--- src/rtl/mips_multicycle_control.sv ---
// Multicycle MIPS control sequencer with memory-ready wait states and a
// watchdog that aborts to IDLE (sticky MemErr) when memory stalls too long.
// Optional macro ADDI_EN adds the addi instruction (ADDIEX/ADDIWB states).
module mips_multicycle_control #(
  parameter int MEM_TIMEOUT = 15,
  parameter int CNT_W       = 4
) (
  input  logic       CLK,
  input  logic       Reset,
  input  logic [5:0] Opcode,
  input  logic       MemReady,
  output logic       PCWrite,
  output logic       PCWriteCond,
  output logic       IorD,
  output logic       MemRead,
  output logic       MemWrite,
  output logic       IRWrite,
  output logic       MemtoReg,
  output logic       RegDst,
  output logic       RegWrite,
  output logic       ALUSrcA,
  output logic [1:0] ALUSrcB,
  output logic [1:0] ALUOp,
  output logic [1:0] PCSource,
  output logic       IllegalOp,
  output logic       MemErr,
  output logic [3:0] State
);

  typedef enum logic [3:0] {
    S_IDLE   = 4'd0,
    S_FETCH  = 4'd1,
    S_DECODE = 4'd2,
    S_MEMADR = 4'd3,
    S_MEMRD  = 4'd4,
    S_MEMWB  = 4'd5,
    S_MEMWR  = 4'd6,
    S_EXEC   = 4'd7,
    S_RWB    = 4'd8,
    S_BRANCH = 4'd9,
    S_JUMP   = 4'd10,
    S_ADDIEX = 4'd11,
    S_ADDIWB = 4'd12
  } state_t;

  localparam logic [5:0] OP_RTYPE = 6'h00;
  localparam logic [5:0] OP_J     = 6'h02;
  localparam logic [5:0] OP_BEQ   = 6'h04;
  localparam logic [5:0] OP_ADDI  = 6'h08;
  localparam logic [5:0] OP_LW    = 6'h23;
  localparam logic [5:0] OP_SW    = 6'h2b;

  // Last stalled cycle allowed before the watchdog fires.
  localparam logic [CNT_W-1:0] CNT_LAST = CNT_W'(MEM_TIMEOUT - 1);

  state_t           state;
  state_t           state_nxt;
  logic [CNT_W-1:0] cnt;
  logic [CNT_W-1:0] cnt_nxt;
  logic             mem_err;
  logic             mem_state;
  logic             abort;
  logic             op_known;

  // States that talk to the shared memory and are covered by the watchdog.
  assign mem_state = (state == S_FETCH) || (state == S_MEMRD) || (state == S_MEMWR);
  // MemReady on the final allowed cycle wins over the timeout.
  assign abort     = mem_state && !MemReady && (cnt == CNT_LAST);

  assign MemErr = mem_err;
  assign State  = state;

  // Opcodes this sequencer knows how to execute.
  always_comb begin
    op_known = 1'b0;
    case (Opcode)
      OP_LW, OP_SW, OP_RTYPE, OP_BEQ, OP_J: op_known = 1'b1;
`ifdef ADDI_EN
      OP_ADDI:                              op_known = 1'b1;
`endif
      default:                              op_known = 1'b0;
    endcase
  end

  // State, watchdog counter and sticky error registers.
  always_ff @(posedge CLK or negedge Reset) begin
    if (!Reset) begin
      state   <= S_IDLE;
      cnt     <= '0;
      mem_err <= 1'b0;
    end else begin
      state <= state_nxt;
      cnt   <= cnt_nxt;
      if (abort) begin
        mem_err <= 1'b1;
      end
    end
  end

  // Next-state selection and watchdog counter update.
  always_comb begin
    state_nxt = state;
    case (state)
      S_IDLE:   state_nxt = S_FETCH;
      S_FETCH:  state_nxt = MemReady ? S_DECODE : S_FETCH;
      S_DECODE: begin
        case (Opcode)
          OP_LW, OP_SW: state_nxt = S_MEMADR;
          OP_RTYPE:     state_nxt = S_EXEC;
          OP_BEQ:       state_nxt = S_BRANCH;
          OP_J:         state_nxt = S_JUMP;
`ifdef ADDI_EN
          OP_ADDI:      state_nxt = S_ADDIEX;
`endif
          default:      state_nxt = S_FETCH;
        endcase
      end
      S_MEMADR: state_nxt = (Opcode == OP_SW) ? S_MEMWR : S_MEMRD;
      S_MEMRD:  state_nxt = MemReady ? S_MEMWB : S_MEMRD;
      S_MEMWB:  state_nxt = S_FETCH;
      S_MEMWR:  state_nxt = MemReady ? S_FETCH : S_MEMWR;
      S_EXEC:   state_nxt = S_RWB;
      S_RWB:    state_nxt = S_FETCH;
      S_BRANCH: state_nxt = S_FETCH;
      S_JUMP:   state_nxt = S_FETCH;
      S_ADDIEX: state_nxt = S_ADDIWB;
      S_ADDIWB: state_nxt = S_FETCH;
      default:  state_nxt = S_IDLE;
    endcase
    if (abort) begin
      state_nxt = S_IDLE;
    end
    // Count only consecutive stalled cycles inside one memory state; any
    // entry, completion or abort restarts from zero.
    if (mem_state && !MemReady && (state_nxt == state)) begin
      cnt_nxt = cnt + 1'b1;
    end else begin
      cnt_nxt = '0;
    end
  end

  // Datapath control decoded from the registered state.
  always_comb begin
    PCWrite     = 1'b0;
    PCWriteCond = 1'b0;
    IorD        = 1'b0;
    MemRead     = 1'b0;
    MemWrite    = 1'b0;
    IRWrite     = 1'b0;
    MemtoReg    = 1'b0;
    RegDst      = 1'b0;
    RegWrite    = 1'b0;
    ALUSrcA     = 1'b0;
    ALUSrcB     = 2'b00;
    ALUOp       = 2'b00;
    PCSource    = 2'b00;
    IllegalOp   = 1'b0;
    case (state)
      S_FETCH: begin
        MemRead = 1'b1;
        ALUSrcB = 2'b01;
        // IR and PC+4 are only committed once the fetch data is valid.
        IRWrite = MemReady;
        PCWrite = MemReady;
      end
      S_DECODE: begin
        ALUSrcB   = 2'b11;
        IllegalOp = !op_known;
      end
      S_MEMADR: begin
        ALUSrcA = 1'b1;
        ALUSrcB = 2'b10;
      end
      S_MEMRD: begin
        MemRead = 1'b1;
        IorD    = 1'b1;
      end
      S_MEMWB: begin
        MemtoReg = 1'b1;
        RegWrite = 1'b1;
      end
      S_MEMWR: begin
        MemWrite = 1'b1;
        IorD     = 1'b1;
      end
      S_EXEC: begin
        ALUSrcA = 1'b1;
        ALUOp   = 2'b10;
      end
      S_RWB: begin
        RegDst   = 1'b1;
        RegWrite = 1'b1;
      end
      S_BRANCH: begin
        ALUSrcA     = 1'b1;
        ALUOp       = 2'b01;
        PCWriteCond = 1'b1;
        PCSource    = 2'b01;
      end
      S_JUMP: begin
        PCWrite  = 1'b1;
        PCSource = 2'b10;
      end
      S_ADDIEX: begin
        ALUSrcA = 1'b1;
        ALUSrcB = 2'b10;
      end
      S_ADDIWB: begin
        RegWrite = 1'b1;
      end
      default: begin
      end
    endcase
  end

endmodule

--- config.mk ---
export PLATFORM = sky130hd
export DESIGN_NAME = mips_multicycle_control
export DESIGN_NICKNAME = d
export VERILOG_FILES = /design/src/rtl/mips_multicycle_control.sv
export SDC_FILE = /design/constraint.sdc
export NUM_CORES = 1
export LEC_CHECK = 0
export BUFFER_PORTS_ARGS = -buffer_cell sky130_fd_sc_hd__buf_2
export CAP_MARGIN = 0
export CORE_MARGIN = 5
export CORE_UTILIZATION = 35
export CTS_CLUSTER_SIZE = 30
export DETAILED_ROUTE_END_ITERATION = 16
export GPL_ROUTABILITY_DRIVEN = 0
export GPL_TIMING_DRIVEN = 0
export HOLD_SLACK_MARGIN = 0.12
export PLACE_DENSITY_LB_ADDON = 0.15
export SLEW_MARGIN = 20
export SYNTH_ARGS = -nofsm -noshare
export SYNTH_HDL_FRONTEND = slang
export SYNTH_SLANG_ARGS = --single-unit
export TNS_END_PERCENT = 30
--- constraint.sdc ---
create_clock -name CLK -period 5.65 [get_ports CLK]
set_input_delay 1.13 -clock CLK [delete_from_list [all_inputs] [get_ports CLK]]
set_output_delay 1.13 -clock CLK [all_outputs]
set_load 0.005 [all_outputs]
==> impl_results.md <==
* Nets@finish at 145
* Synth warn at 0
* Post-synth top area share at 26.2%
* CP bufs+invs at 2
* Port bufs at 29
* Root Buffer: clkbuf_4
* Final Cycle Share at between 50% and 60%
* DRT iter0 DRCs at 15
* Worst slew margin relative to its limit at around three fifths
* Setup bufs post-CTS at 0
* Final Core Density at roughly 44%
* PostCTS Resize Cnt at 0
* Primary FF master, synth: dfrtp_1
* CTS Buf Count at 3
* Maximum VDD drop at 0.000195 V
* Setup TNS at 0 ps
* Worst-path cell chain: buf_2, or4_4, a21oi_1, a211oi_1, buf_2
* Synth cell types at 46
* WP data arrival at about 2200 ps
* FF-to-FF setup slack at 3600 ps
* Most common cell after layout, fill and taps aside: buf_2
* Starting Density at 35.7%
* Leading area contributor after synthesis: dfrtp_1
* Ys async rst share at 100%
* Final wirelength at 2380 um
* Crit-path leading delay family: simple AND/OR/NAND/NOR gates
* Worst Tran Pin Value at roughly 600 ps
* Worst r2r path cells at 5
* Clock sinks at 9
* Fill cells at 245
* Slowest CP cell: or4_4
* Die area at approximately 3500 um^2
* Yosys reg bits at 9
* Total GRT Usage at 14.2%
* Lkg Pwr at 0.496 nW
* Layout cell share with drive strength beyond 1 at 35.3%
* Most frequent CP cell: buf_2
* Clock Latency Late Sink at 270 ps
* Hold endpoint: MemErr
* # DRC at 0
* WHS Path Cells at 1
* Status: complete, no violations
* FF-to-FF Start: State[3]
* # H-tree levels at 1
* WL/cell at between 10 and 15 um
* Pre-antenna DRT Iters at 4
* Hold wc startpoint: MemErr
* Endpoint type of the worst setup path: output pin
* Grt ovf at 0
* Worst Skew at 1.78 ps
* Largest net degree at the start of global routing at 11
* Cell Area, Synth at 860 um^2
* Chip Height at 59.6 um
* Buffer depth of the longest clock path at 2
* Ant. Diodes at 0
* Post-synth EDFFs at 0
* Min Tclk post-route at 3280 ps
* Commonest non-fill, non-tap cells in the layout: buf_2 (31), dfrtp_1 (9), nor2_1 (9)
* Synthesized instance count at 100
* Max-cap check violation count at 0
* CP Class: input pin to output pin
* Crit path required time at around 4500 ps
* Startpoint Class: input pin
* FMAX at 0.305 GHz
* Largest cells by area after synthesis: dfrtp_1 (26%), nor2_1 (3.9%), a2111oi_1 (3.5%), or3b_2 (3.1%), ha_1 (2.9%)
* Via Count at 906
* CORE AREA at about 2400 um^2
* Chip Width at 59.6 um
* Cell Rows at 18
* First-pass GRT wire length at between 3000 and 4000 um
* RSZ-0062 raised after global routing: false
* Slew Limit Fails at 0
* Seq/Total Area, Yosys at 26.2%
* CTS tree: done
* Worst-path clk slew at 60 ps
* Drt via density at 5.56
* Num ports at 31
* PwrDens at 378 nW/um^2
* Post-route antenna net violation count at 0
* Syn Nets at 111
* Hold Buf Count CTS at 0
* Syn_area_per_cell at approximately 8.6 um^2
* DPL Wire Length at between 1500 and 2000 um
* Area Growth Syn to Fin at 24.3%
* R2R Path End: cnt[0]
* Worst hold path type: register to register
* Fin. Hold Viols at 0
* Number of global-route vias before repair at 863
* CP max FO at 3
* Slowest stage delay, CP at 560 ps
* Initial antenna violation count at 0
* Final setup violation count at 0
per-stage QoR:
| step | instances | power, W | cell area [um^2] | setup slack, ps | hold slack (ps) |
|---|---|---|---|---|---|
| finish | 163 | 0.000403 | 1070 | 2370 | 481 |
| global placement | 159 | 0.000346 | 1040 | 2390 | 463 |
| detailed placement | 159 | 0.000353 | 1040 | 2370 | 459 |
| global route | 163 | 0.000438 | 1070 | 2350 | 518 |
| CTS | 163 | 0.000406 | 1070 | 2370 | 485 |
| floorplan | 100 | 0.000262 | 860 | 2650 | 467 |
routing by layer:
layer	track usage, %	part of all wire, %	vias to the layer above
li1	-	-	437
met1	18.3	45	438
met2	21.1	45	27
met3	4.58	7.9	4
met4	7.28	1.6	0
met5	0	0	-
how the worst max path moves through the flow:
| stage | start | end | slack [ps] | cells past startpoint |
|---|---|---|---|---|
| after detailed placement | Opcode[0] | IllegalOp | 2370 | 5 |
| after global placement | Opcode[0] | IllegalOp | 2390 | 5 |
| after CTS | Opcode[0] | IllegalOp | 2370 | 5 |
| final | Opcode[0] | IllegalOp | 2370 | 5 |
| after floorplan | Opcode[0] | IllegalOp | 2650 | 3 |
| after global routing | State[0] | PCWrite | 2350 | 5 |
report_power, final:
group	switching, W	total (W)	internal [W]
clock network	0.0000247	0.0000520	0.0000274
registers	0.0000108	0.0000878	0.0000770
logic	0.000153	0.000264	0.000111
cell type report:
cell class | count | area [um^2] | share of cell area [%]
Sequential cell | 9 | 225 | 21.1
Multi-Input combinational cell | 78 | 568 | 53.2
Buffer | 11 | 58.8 | 5.50
Timing Repair Buffer | 29 | 145 | 13.6
Inverter | 2 | 7.51 | 0.703
Tap cell | 30 | 37.5 | 3.51
Clock buffer | 4 | 26.3 | 2.46
worst reg2reg max path: stages, from the launching register on:
cell and delay, ps:
dfrtp_1 390, buf_6 140, or4b_4 560, nor4_4 170
o221ai_2 200, a2111oi_1 460
state kept, by name (all words and copies together), names as in the netlist:
name,count
MemErr,1
State,4
cnt,4
kinds of logic (layout without fill, tap and decap cells):
| family | after synthesis | in the layout | share of synthesized area [%] |
|---|---|---|---|
| AO/OA/AOI/OAI | 26 | 26 | 24.3 |
| XOR/XNOR | 4 | 4 | 4.08 |
| adder cells (fa/ha/maj) | 2 | 2 | 2.91 |
| buffers and inverters | 13 | 46 | 7.71 |
| flip-flops | 9 | 9 | 26.2 |
| multiplexers | 1 | 1 | 1.16 |
| AND/OR/NAND/NOR | 45 | 45 | 33.6 |
synthesized netlist by cell type, drive strengths merged (3+ instances only):
library cell	instances
a2111oi	4
nor2	9
a21oi	4
or3b	3
buf	7
clkbuf	4
nor3b	3
nand2b	4
nand3	3
nor3	3
dfrtp	9
o21ai	4
nand2	4
nor2b	4
(Power assumes the default switching activity.)
